## src/rtl/fetch_seq_pkg.sv

```systemverilog
`default_nettype none
// ============================================================================
// Module   : fetch_seq_pkg
// Brief    : Shared state encoding and PC constants for the fetch sequencer.
// Revision : 1.0
// ============================================================================
package fetch_seq_pkg;

    typedef enum logic [2:0] {
        ST_BOOT     = 3'd0,
        ST_FETCH    = 3'd1,
        ST_WAIT     = 3'd2,
        ST_REDIRECT = 3'd3,
        ST_HALT     = 3'd4,
        ST_ERR      = 3'd5
    } fetch_state_e;

    localparam logic [31:0] PC_STEP      = 32'd4;
    localparam logic [31:0] RESET_VECTOR = 32'd0;
    localparam logic [31:0] ALIGN_MASK   = 32'hFFFF_FFFC;

    function automatic logic [31:0] align_pc(input logic [31:0] addr);
        return addr & ALIGN_MASK;
    endfunction

endpackage
`default_nettype wire

```

## src/rtl/fetch_seq_wait_timer.sv

```systemverilog
`default_nettype none
// ============================================================================
// Module   : fetch_seq_wait_timer
// Brief    : Loadable up-counter; o_tc flags the last count before LIMIT.
// Revision : 1.0
// ============================================================================
module fetch_seq_wait_timer #(
    parameter int WIDTH = 4,
    parameter int LIMIT = 2
) (
    input  logic             clk,
    input  logic             rst_n,
    input  logic             i_load,
    input  logic [WIDTH-1:0] i_load_val,
    input  logic             i_en,
    output logic             o_tc
);

    localparam logic [WIDTH-1:0] c_last = WIDTH'(LIMIT - 1);

    logic [WIDTH-1:0] r_count;

    always_ff @(posedge clk) begin
        if (!rst_n) begin
            r_count <= '0;
        end else if (i_load) begin
            r_count <= i_load_val;
        end else if (i_en) begin
            r_count <= r_count + WIDTH'(1);
        end
    end

    // High when the cycle being counted now is the LIMIT-th one.
    assign o_tc = (r_count == c_last);

endmodule
`default_nettype wire

```

## src/rtl/fetch_sequencer.sv

```systemverilog
`default_nettype none
// ============================================================================
// Module   : fetch_sequencer
// Brief    : Fetch-stage controller: boot, fetch, wait, redirect, halt, error.
//            Performance counters are built only with FETCH_SEQ_PERF_EN.
// Revision : 1.0
// ============================================================================
module fetch_sequencer
    import fetch_seq_pkg::*;
#(
    parameter int BOOT_CYCLES = 2,
    parameter int WAIT_MAX    = 15,
    parameter int CNT_W       = 32
) (
    input  logic              clk,
    input  logic              rst_n,
    input  logic              stall,
    input  logic              branch_taken,
    input  logic [31:0]       branch_target,
    input  logic              halt_req,
    input  logic              imem_ready,
    output logic              pc_clear,
    output logic              pc_sel,
    output logic [31:0]       jump_addr,
    output logic              imem_rd,
    output logic              if_valid,
    output logic              if_flush,
    output logic              halted,
    output logic              timeout_err
`ifdef FETCH_SEQ_PERF_EN
    ,
    output logic [CNT_W-1:0]  perf_fetch_cnt,
    output logic [CNT_W-1:0]  perf_stall_cnt
`endif
);

    localparam int c_boot_w = $clog2(BOOT_CYCLES + 1);
    localparam int c_wait_w = $clog2(WAIT_MAX + 1);

    if (BOOT_CYCLES < 1 || WAIT_MAX < 1 || CNT_W < 1) begin : g_param_check
        $error("fetch_sequencer: BOOT_CYCLES, WAIT_MAX and CNT_W must be >= 1");
    end

    fetch_state_e r_state;
    logic [31:0]  r_shadow;

    logic        w_run;
    logic        w_boot_en;
    logic        w_boot_tc;
    logic        w_wait_en;
    logic        w_wait_tc;
    logic [31:0] w_target;

    assign w_run     = (r_state == ST_FETCH) || (r_state == ST_WAIT);
    assign w_boot_en = (r_state == ST_BOOT);
    assign w_target  = align_pc(branch_target);

    // The timer advances only on a plain memory miss; any other outcome restarts it.
    assign w_wait_en = w_run & ~branch_taken & ~halt_req & ~stall & ~imem_ready & ~w_wait_tc;

    fetch_seq_wait_timer #(
        .WIDTH (c_boot_w),
        .LIMIT (BOOT_CYCLES)
    ) u_boot_timer (
        .clk        (clk),
        .rst_n      (rst_n),
        .i_load     (1'b0),
        .i_load_val ('0),
        .i_en       (w_boot_en),
        .o_tc       (w_boot_tc)
    );

    fetch_seq_wait_timer #(
        .WIDTH (c_wait_w),
        .LIMIT (WAIT_MAX)
    ) u_wait_timer (
        .clk        (clk),
        .rst_n      (rst_n),
        .i_load     (~w_wait_en),
        .i_load_val ('0),
        .i_en       (w_wait_en),
        .o_tc       (w_wait_tc)
    );

    // Holding the PC means reloading the shadow PC through the jump path,
    // because the datapath PC register loads on every negedge.
    always_ff @(posedge clk) begin
        if (!rst_n) begin
            r_state     <= ST_BOOT;
            r_shadow    <= RESET_VECTOR;
            pc_clear    <= 1'b1;
            pc_sel      <= 1'b0;
            jump_addr   <= RESET_VECTOR;
            imem_rd     <= 1'b0;
            if_valid    <= 1'b0;
            if_flush    <= 1'b0;
            halted      <= 1'b0;
            timeout_err <= 1'b0;
        end else begin
            pc_clear  <= 1'b0;
            pc_sel    <= 1'b0;
            jump_addr <= r_shadow;
            imem_rd   <= 1'b0;
            if_valid  <= 1'b0;
            if_flush  <= 1'b0;
            case (r_state)
                ST_BOOT: begin
                    pc_clear  <= 1'b1;
                    jump_addr <= RESET_VECTOR;
                    if (w_boot_tc) begin
                        r_state <= ST_FETCH;
                    end
                end
                ST_FETCH, ST_WAIT: begin
                    if (branch_taken) begin
                        imem_rd   <= 1'b1;
                        jump_addr <= w_target;
                        r_shadow  <= w_target;
                        if_flush  <= 1'b1;
                        r_state   <= ST_REDIRECT;
                    end else if (halt_req) begin
                        halted  <= 1'b1;
                        r_state <= ST_HALT;
                    end else if (stall) begin
                        imem_rd <= 1'b1;
                    end else if (imem_ready) begin
                        imem_rd  <= 1'b1;
                        pc_sel   <= 1'b1;
                        if_valid <= 1'b1;
                        r_shadow <= r_shadow + PC_STEP;
                        r_state  <= ST_FETCH;
                    end else if (w_wait_tc) begin
                        timeout_err <= 1'b1;
                        r_state     <= ST_ERR;
                    end else begin
                        imem_rd <= 1'b1;
                        r_state <= ST_WAIT;
                    end
                end
                ST_REDIRECT: begin
                    imem_rd <= 1'b1;
                    if (branch_taken) begin
                        jump_addr <= w_target;
                        r_shadow  <= w_target;
                        if_flush  <= 1'b1;
                    end else begin
                        r_state <= ST_FETCH;
                    end
                end
                ST_HALT, ST_ERR: begin
                    imem_rd <= 1'b0;
                end
                default: begin
                    r_state <= ST_BOOT;
                end
            endcase
        end
    end

`ifdef FETCH_SEQ_PERF_EN
    logic w_fetch_hit;

    assign w_fetch_hit = w_run & ~branch_taken & ~halt_req & ~stall & imem_ready;

    always_ff @(posedge clk) begin
        if (!rst_n) begin
            perf_fetch_cnt <= '0;
            perf_stall_cnt <= '0;
        end else if (w_run) begin
            if (w_fetch_hit) begin
                if (~&perf_fetch_cnt) begin
                    perf_fetch_cnt <= perf_fetch_cnt + CNT_W'(1);
                end
            end else if (~&perf_stall_cnt) begin
                perf_stall_cnt <= perf_stall_cnt + CNT_W'(1);
            end
        end
    end
`endif

endmodule
`default_nettype wire

```

## config.mk

```make
export PLATFORM = sky130hd
export DESIGN_NAME = fetch_sequencer
export DESIGN_NICKNAME = d
export VERILOG_FILES = /design/src/rtl/fetch_seq_pkg.sv /design/src/rtl/fetch_seq_wait_timer.sv /design/src/rtl/fetch_sequencer.sv
export SDC_FILE = /design/constraint.sdc
export NUM_CORES = 1
export LEC_CHECK = 0
export ABC_AREA = 1
export CELL_PAD_IN_SITES_DETAIL_PLACEMENT = 1
export CELL_PAD_IN_SITES_GLOBAL_PLACEMENT = 1
export CORE_MARGIN = 2
export CORE_UTILIZATION = 35
export CTS_CLUSTER_DIAMETER = 80
export DETAILED_ROUTE_END_ITERATION = 12
export GPL_ROUTABILITY_DRIVEN = 0
export PLACE_DENSITY_LB_ADDON = 0.1
export REMOVE_ABC_BUFFERS = 1
export SYNTH_ARGS = -nofsm -noshare
export SYNTH_HDL_FRONTEND = slang
export SYNTH_SLANG_ARGS = --single-unit
```

## constraint.sdc

```tcl
create_clock -name clk -period 2.7 [get_ports clk]
set_clock_uncertainty 0.15 [all_clocks]
set_input_delay 0.405 -clock clk [delete_from_list [all_inputs] [get_ports clk]]
set_output_delay 0.405 -clock clk [all_outputs]
set_load 0.05 [all_outputs]
```

# Word-level counts from Yosys, hierarchy flattened
# Cells that the tools add are included.
[totals] register_bits=79 output_inout_bits=39 input_bits=38 word_cells=77
[op_classes] eq_ne=13 add_sub_neg=3 mux=24 n_bitwise=13 reduce_logical=13
[ops] op="two-way mux 32 bit" count=5
[ops] op="one-hot mux 32 bit (2 select lines)" count=2
[ops] op="adder 32 x 3 -> 32 bit, second input constant" count=1
[ops] op="two-way mux 3 bit" count=7
[ops] op="one-hot mux 3 bit (4 select lines)" count=1
[ops] op="inequality test 3 bit, second input constant" count=3
[ops] op="two-way mux 1 bit" count=8
[ops] op="NOT 1 bit" count=8
[ops] op="AND reduction 4 bit" count=2
[ops] op="equality test 3 x 2 -> 1 bit, second input constant" count=2
[ops] op="equality test 3 bit, second input constant" count=2
[ops] op="AND reduction 6 bit" count=1
[ops] op="AND 1 bit" count=5
[ops] op="OR reduction 5 bit" count=1
[ops] op="adder 4 x 1 -> 4 bit, second input constant" count=1
[ops] op="equality test 4 bit, second input constant" count=1
[ops] op="inequality test 2 bit, second input constant" count=2
[ops] op="inequality test 4 bit, second input constant" count=1
[ops] op="AND reduction 2 bit" count=2
[ops] op="OR reduction 2 bit" count=2
[ops] op="equality test 3 x 1 -> 1 bit, second input constant" count=1
[ops] op="zero test 3 bit" count=1
[ops] op="AND reduction 3 bit" count=1
[ops] op="OR reduction 3 bit" count=1
[ops] op="other kinds (5)" count=5

# Longest topological paths before layout
[logic_depth] ltp_word=8 ltp_mapped=10

# Cells and area by module
# From an unflattened synthesis, not the netlist that was laid out.
[unflattened] cells_unflattened=802 area_unflattened_um2=4788.3
[by_module_without_submodules] module="fetch_sequencer" cells_per_inst=744 area_each_um2=4414.2 n_inst=1
[by_module_without_submodules] module="fetch_seq_wait_timer at u_wait_timer" cells_per_inst=40 area_each_um2=255.2 n_inst=1
[by_module_without_submodules] module="fetch_seq_wait_timer at u_boot_timer" cells_per_inst=18 area_each_um2=118.9 n_inst=1

# Worst setup path after synthesis
# OpenSTA, ideal clock, no wires.
[synth_path] path_kind="input to register" start="input branch_taken" end="register r_shadow[11]" required_time_ps=2430 stages=6 n_path_buf=3 slack_ps=1111 t_arrival_ps=1320 path_cell_list="buf_2 buf_2 clkbuf_1 o21ai_0 a21oi_1 a21oi_1"
[synth_via] elab_chain_cells=2 elab_cells_between_ends=7
[synth_lines] item="start, declared" line="fetch_sequencer.sv:18" rtl="input logic branch_taken,"
[synth_lines] item="inequality test 3 bit (no source line) (tied with other cells)"
[synth_lines] item="AND reduction 4 bit (no source line) / one-hot mux 32 bit (2 select lines) (equally long branches)"
[synth_lines] item="end signal, assigned" line="fetch_sequencer.sv:118" rtl="r_shadow <= w_target;"
[synth_lines] item="end signal, assigned" line="fetch_sequencer.sv:130" rtl="r_shadow <= r_shadow + PC_STEP;"
[synth_lines] item="end signal, assigned" line="fetch_sequencer.sv:144" rtl="r_shadow <= w_target;"
[synth_lines] item="end, declared" line="fetch_sequencer.sv:45" rtl="logic [31:0] r_shadow;"
# Several ways; a longest one is shown, not always the timed one.
# A chain may end at the register's enable or synchronous reset.

# Final worst setup path
[layout_path] start="register halted" end="output halted"
[layout_lines] item="start, declared" line="fetch_sequencer.sv:28" rtl="output logic halted,"
[layout_lines] item="start signal, assigned" line="fetch_sequencer.sv:97" rtl="halted <= 1'b0;"
[layout_lines] item="start signal, assigned" line="fetch_sequencer.sv:122" rtl="halted <= 1'b1;"
# No word-level cell between the ends.

==> key figures <==
Critical path
  • Worst Path Max Fanout: 2
  • Worst path bufs/invs: 1
  • Critical path data required time: 2140 ps
  • WP depth: 1
  • Worst Reg-to-Reg Cells: 9
  • Crit-path slowest cell: clkdlybuf4s50_1
  • CP max stage delay: 800 ps
  • Worst reg2reg setup slack: 700 ps
  • Critical Path AT: 1500 ps
  • CP Cell Sequence: clkdlybuf4s50_1
  • Crit path capture type: output pin
  • Kind of critical path: reg -> out
  • CP Launch Type: register
  • CP delay by family, top: buffers and inverters

Global route
  • Initial antenna violation count: 0
  • First-pass GRT wire length: 25900 microns
  • Total gr overflow: 0
  • Largest net degree at the start of global routing: 74
  • GRT Overall Usage: 23.0%
  • Vias in the first global route: 5243

Timing
  • Worst Slack Setup Final: 645 ps
  • Final Hold Viols: 0
  • Highest clock rate: 487 MHz
  • # setup viols final: 0
  • Final slew viol count: 0
  • RSZ-0062 raised after global routing: false
  • Worst slew pin tran: 513 ps
  • Crit share post-route: 76.1%
  • Final min period: 2060 ps
  • Slew headroom: 65.7%
  • Setup TNS: 0 ps

Drt
  • DR iter-0 viols: 233
  • Vias per std cell: 5.14
  • DRC Markers: 0
  • Total Wirelength: 15400 microns
  • Routed vias: 5019
  • DR pass1 iterations: 4
  • DR WL/cell: 15.8 microns
  • Post-route ant nets: 0

Pwr
  • Switching power: 0.00187 W
  • Comb pwr share: 36.5%
  • Clock power share: 28.4%
  • Internal power: 0.00266 W
  • Peak supply drop: 0.327 mV
  • Final Power: 0.00453 W
  • Leakage: 2.25 nW
  • Switch share: 41.3%
  • Pwr dens: 791 nW/um^2
  • Register share of total power: 35.2%

Yosys
  • Unique cell type count in the Yosys netlist: 30
  • Area contributors post-synth: dfxtp_1, nand2_1, nor2_1
  • Post-synth EDFFs: 0
  • Largest area contributor in the netlist: dfxtp_1
  • Main synth FF type: dfxtp_1
  • Asr flop ratio synth: 0%
  • Synthesized area per cell: 6.15 sq um
  • Post-synthesis sequential area ratio: 35.0%
  • Area share of the largest cell type after synthesis: 35.0%
  • Flop and latch count out of synthesis: 79
  • Gate Count Post-Synth: 734
  • Post-synth top cells: nand2_1, nor2_1, dfxtp_1, nand3_1, inv_1
  • Warning count from the yosys run: 0
  • Mapped cell area: 4510 sq um
  • Most common cell in the netlist: nand2_1

Placed design
  • Detailed placer's ending HPWL: 10800 microns
  • PortBufs: 74
  • Pre-CTS setup slack: 570 ps

Flow run
  • Maxcap violations: 0

Finish
  • # diodes: 0
  • Area delta synth->final: 26.9%
  • Final core occ: 45.4%
  • Fillers: 1697
  • Fraction of layout cells with a size suffix above 1: 5.97%
  • Multi-input gate area: 2500 sq um
  • Number of nets in the layout: 841
  • Sequential cell area: 1580 sq um

Floorplanning
  • Top Ports: 77
  • Die ar.: 13800 sq um
  • Initial Utilization: 35.8%
  • Die width: 118 microns
  • # rows: 41
  • CORE AREA: 12600 sq um
  • Die height: 118 microns

Worst hold path
  • Worst hold-check path type: reg -> reg
  • Worst hold path depth: 2

Clock network
  • Clock Tree Buf Depth: 2
  • CTS tree: yes
  • Clock sinks: 79
  • Post-CTS Setup Bufs: 0
  • Post-CTS sizing: 0
  • Clock-pin slew on the worst setup and hold paths: 70 ps
  • Clock latency on the worst-skew pair: 360 ps
  • H-Tree Level Count: 3
  • Num CTS Buffers: 9
  • CTS Hold Buffers Added: 0
  • Root Driver: clkbuf_16

Outcome
  • Status: complete, no violations
## flip-flops by register name, indices dropped and copies added (netlist names)
| name | count |
|---|---|
| u_boot_timer.r_count | 2 |
| halted | 1 |
| pc_clear | 1 |
| r_shadow | 32 |
| r_state | 3 |
| timeout_err | 1 |
| if_valid | 1 |
| if_flush | 1 |
| imem_rd | 1 |
| jump_addr | 32 |
| u_wait_timer.r_count | 4 |
## cell families (layout without fill, tap and decap cells)
| group | after synthesis | after routing | synth area share, % |
|---|---|---|---|
| flip-flops | 79 | 79 | 35.0 |
| AND/OR/NAND/NOR | 424 | 424 | 39.3 |
| AO/OA/AOI/OAI | 121 | 121 | 14.6 |
| adder cells (fa/ha/maj) | 4 | 4 | 1.11 |
| XOR/XNOR | 2 | 2 | 0.388 |
| buffers and inverters | 104 | 174 | 9.48 |
## layout make-up
class	count	share of cell area [%]
Multi-Input combinational cell	551	43.7
Sequential cell	79	27.6
Timing Repair Buffer	89	15.0
Inverter	69	4.52
Clock buffer	9	3.93
Tap cell	172	3.76
Clock inverter	7	1.40
## path summary, 6_finish.rpt
check            endpoint         from
max                halted       halted
min          jump_addr[1]  r_shadow[1]
max reg2reg  r_shadow[22]  r_shadow[3]
min reg2reg  jump_addr[1]  r_shadow[1]
## metrics by stage
step                      cells  hold WS, ps  instance area, sq um
after global routing        976          315                  5730
after global placement      960          282                  5420
after floorplan             699          266                  4340
after CTS                   976          292                  5730
after detailed placement    960          282                  5420
final                       976          288                  5730
## layer usage
layer | GRT usage [%] | part of all wire [%] | up-vias
met2 | 41.9 | 51 | 77
met5 | 0 | 0 | -
met4 | 7.68 | 1.4 | 0
met3 | 3.05 | 2.9 | 12
li1 | - | - | 2513
met1 | 27.8 | 45 | 2417
## placed cells by master, fill, tap and decap left out, types with 2 or more instances in the layout
master,netlist,layout
nand2_1,171,171
nor2_1,139,139
dfxtp_1,79,79
nand3_1,78,78
clkdlybuf4s50_1,0,73
inv_1,66,66
o21ai_0,48,48
a21oi_1,41,41
o22ai_1,19,19
nor3_1,15,15
buf_4,1,14
clkbuf_16,0,9
nor2_2,6,6
nand4_1,5,5
a31oi_1,5,5
o21a_1,5,5
nand2_2,4,4
ha_1,4,4
nor2_4,3,3
inv_2,2,2
and2_1,2,2
inv_6,0,2
clkinvlp_4,0,2
clkinv_4,0,2
## worst register-to-register path: stages, from the launching register on
cell	delay, ps
dfxtp_1	400
ha_1	220
nand2_1	100
nor2_2	240
nand2_2	150
nor2_2	260
nand3_1	110
nand3_1	100
nand2_1	50
a21oi_1	130
## power groups by stage
stage,clock (W),sequential [W],combinational (W)
global placement,0,0.00161,0.00158
detailed placement,0,0.00161,0.00165
floorplan,0,0.00184,0.000819
global route,0.00136,0.00162,0.00186
finish,0.00128,0.00159,0.00165
CTS,0.00133,0.00159,0.00166
Power figures use the tool's default switching activity.
==> variant, RTL diff (same settings) <==
Add a define of `FETCH_SEQ_PERF_EN`.
--- a/src/rtl/fetch_sequencer.sv
+++ b/src/rtl/fetch_sequencer.sv
@@ -5,6 +5,8 @@
 //            Performance counters are built only with FETCH_SEQ_PERF_EN.
 // Revision : 1.0
 // ============================================================================
+`define FETCH_SEQ_PERF_EN
+
 module fetch_sequencer
     import fetch_seq_pkg::*;
 #(
Behaviour (old outputs only; new: perf_fetch_cnt and perf_stall_cnt): unchanged (Yosys induction, for registers that start in step).
==> variant against the original RTL <==
First-iteration DRC count is 91% higher. Design area up 90%. Sequential cell count increased by 64. Sequential share of layout area is 1.3 points lower. Setup slack worse by 0.31 ns. Maximum frequency shrank 13%. Power grew 69%. Combinational power is 53% higher. Wire length up 93%. Hold slack worse by 0.11 ns. Area after synthesis grew 91%. Critical path type is now reg -> reg. Largest power group is now registers.
==> variant: results (changes against the original RTL) <==
status completed (unchanged); First-pass DRT Iterations 4 (unchanged); Area Growth Syn to Fin 26.44% (was 26.86%); leakage 4.008 nW (was 2.248 nW); share of cells above drive strength 1 8.197% (was 5.970%); Worst path slowest cell clkinv_2 (was clkdlybuf4s50_1); total power 7.649 mW (was 4.528 mW); Fillers 3170 (was 1697); slew margin rel. 57.56% (was 65.68%); top cells by area, synth dfxtp_1 33%, nand2_1 18%, nor2_1 6.9% (was dfxtp_1 35%, nand2_1 14%, nor2_1 12%); largest net degree at the start of global routing 45 (was 74); Post-CTS Setup Bufs 0 (unchanged); CTS buffer count 17 (was 9); hold endpoint r_shadow[12] (was jump_addr[1]); sequential share of power 33.6% (was 35.2%); CTS Buffer Depth 2 (unchanged); top_reg_cell synth dfxtp_1 (unchanged); critical path's largest stage delay 0.41 ns (was 0.80 ns); Setup crit start kind flip-flop (unchanged); post_cts resized 0 (unchanged); Setup crit start r_state[2] (was halted); Synth top cells by count 422 x nand2_1, 159 x nor2_1, 143 x dfxtp_1 (was 171 x nand2_1, 139 x nor2_1, 79 x dfxtp_1); r2r worst-path depth 8 (was 9); Logic pwr share 33.1% (was 36.5%); number of diodes 0 (unchanged); worst hold path class in -> reg (was reg -> reg); maximum vdd drop 0.0003785 V (was 0.0003268 V); GRT Total Usage 23.29% (was 22.99%); CP Capture Point r_shadow[4] (was halted); Hold Path Origin rst_n (was r_shadow[1]); vias in the first global route 9286 (was 5243); DRT Wirelength 29680 um (was 15410 um); first-pass GRT wire length 48550 um (was 25910 um); post-DP HPWL 21410 um (was 10770 um); Clk pin slew, worst setup/hold paths 0.07 ns (about the same); CP arrival 2.52 ns (was 1.50 ns); Hold Path Cell Cnt 3 (was 2); ys async rst share 0% (unchanged); Yosys warnings 0 (unchanged); Nets 1495 (was 841); DR vias 9192 (was 5019); Clock Latency Late Sink 0.43 ns (was 0.36 ns); internal power 4.565 mW (was 2.659 mW); IO buf count 138 (was 74); number of remaining DRC errors 0 (unchanged); Clock Tree Root clkbuf_16 (unchanged); register-to-register setup slack 0.34 ns (was 0.70 ns); initial DRC count 444 (was 233); post-synth cell types 51 (was 30); initial antenna violation count 0 (unchanged); part of the Yosys area used for sequential elements 33.29% (was 35.04%); cell family with most CP delay buffers and inverters (unchanged); crit-path max FO 24 (was 2); post-route ant nets 0 (unchanged); H-tree depth 4 (was 3)
==> variant: cell types whose count changed in the layout (fill, tap and decap cells not counted), sizes merged, moves of 15 or more <==
cell / before / now
clkdlybuf4s50: 73 / 136
nor2: 148 / 179
nand3: 78 / 96
xor2: 1 / 26
nand4: 5 / 34
nand2: 175 / 431
inv: 70 / 117
dfxtp: 79 / 143
o32ai: 0 / 15
nand3b: 0 / 16
a21oi: 41 / 97
==> variant: metrics by stage <==
stage	instance area [um^2]	setup slack, ns	std cells	hold slack [ns]	TNS (ns)
global placement	10260	0.02690	1756	0.2772	0
detailed placement	10260	-0.004810	1756	0.2903	-0.004810
floorplan	8318	0.1965	1274	0.2657	0
CTS	10870	0.3282	1788	0.1633	0
finish	10870	0.3364	1788	0.1790	0
global route	10870	0.1696	1788	0.2060	0
==> variant: cell families after synthesis <==
group	synth area share, %
buffers and inverters	8.279
xor gates and xnor gates	3.463
adders and majority gates	0.8730
DFF	33.29
AOI/OAI and AO/OA	13.84
and+or+nand+nor	40.26
==> variant: metal layers <==
layer / part of all wire (%) / track usage (%) / up-vias / wire [um]
li1: - / - / 4601 / -
met1: 47 / 29.45 / 4420 / 13840
met2: 49 / 41.93 / 140 / 14640
met3: 2.6 / 2.634 / 31 / 765
met4: 1.5 / 6.412 / 0 / 433
met5: 0 / 0 / - / 0
==> variant: area by class of cell <==
type                       instances  area (um^2)  share of cell area, %
multi-input combinational       1018         5025                  46.21
sequential                       143         2863                  26.33
timing repair buffer             158         1534                  14.11
clock buffer                      18        439.2                  4.039
inverter                         113        430.4                  3.959
tap                              324        405.4                  3.728
clock inverter                    14        176.4                  1.623
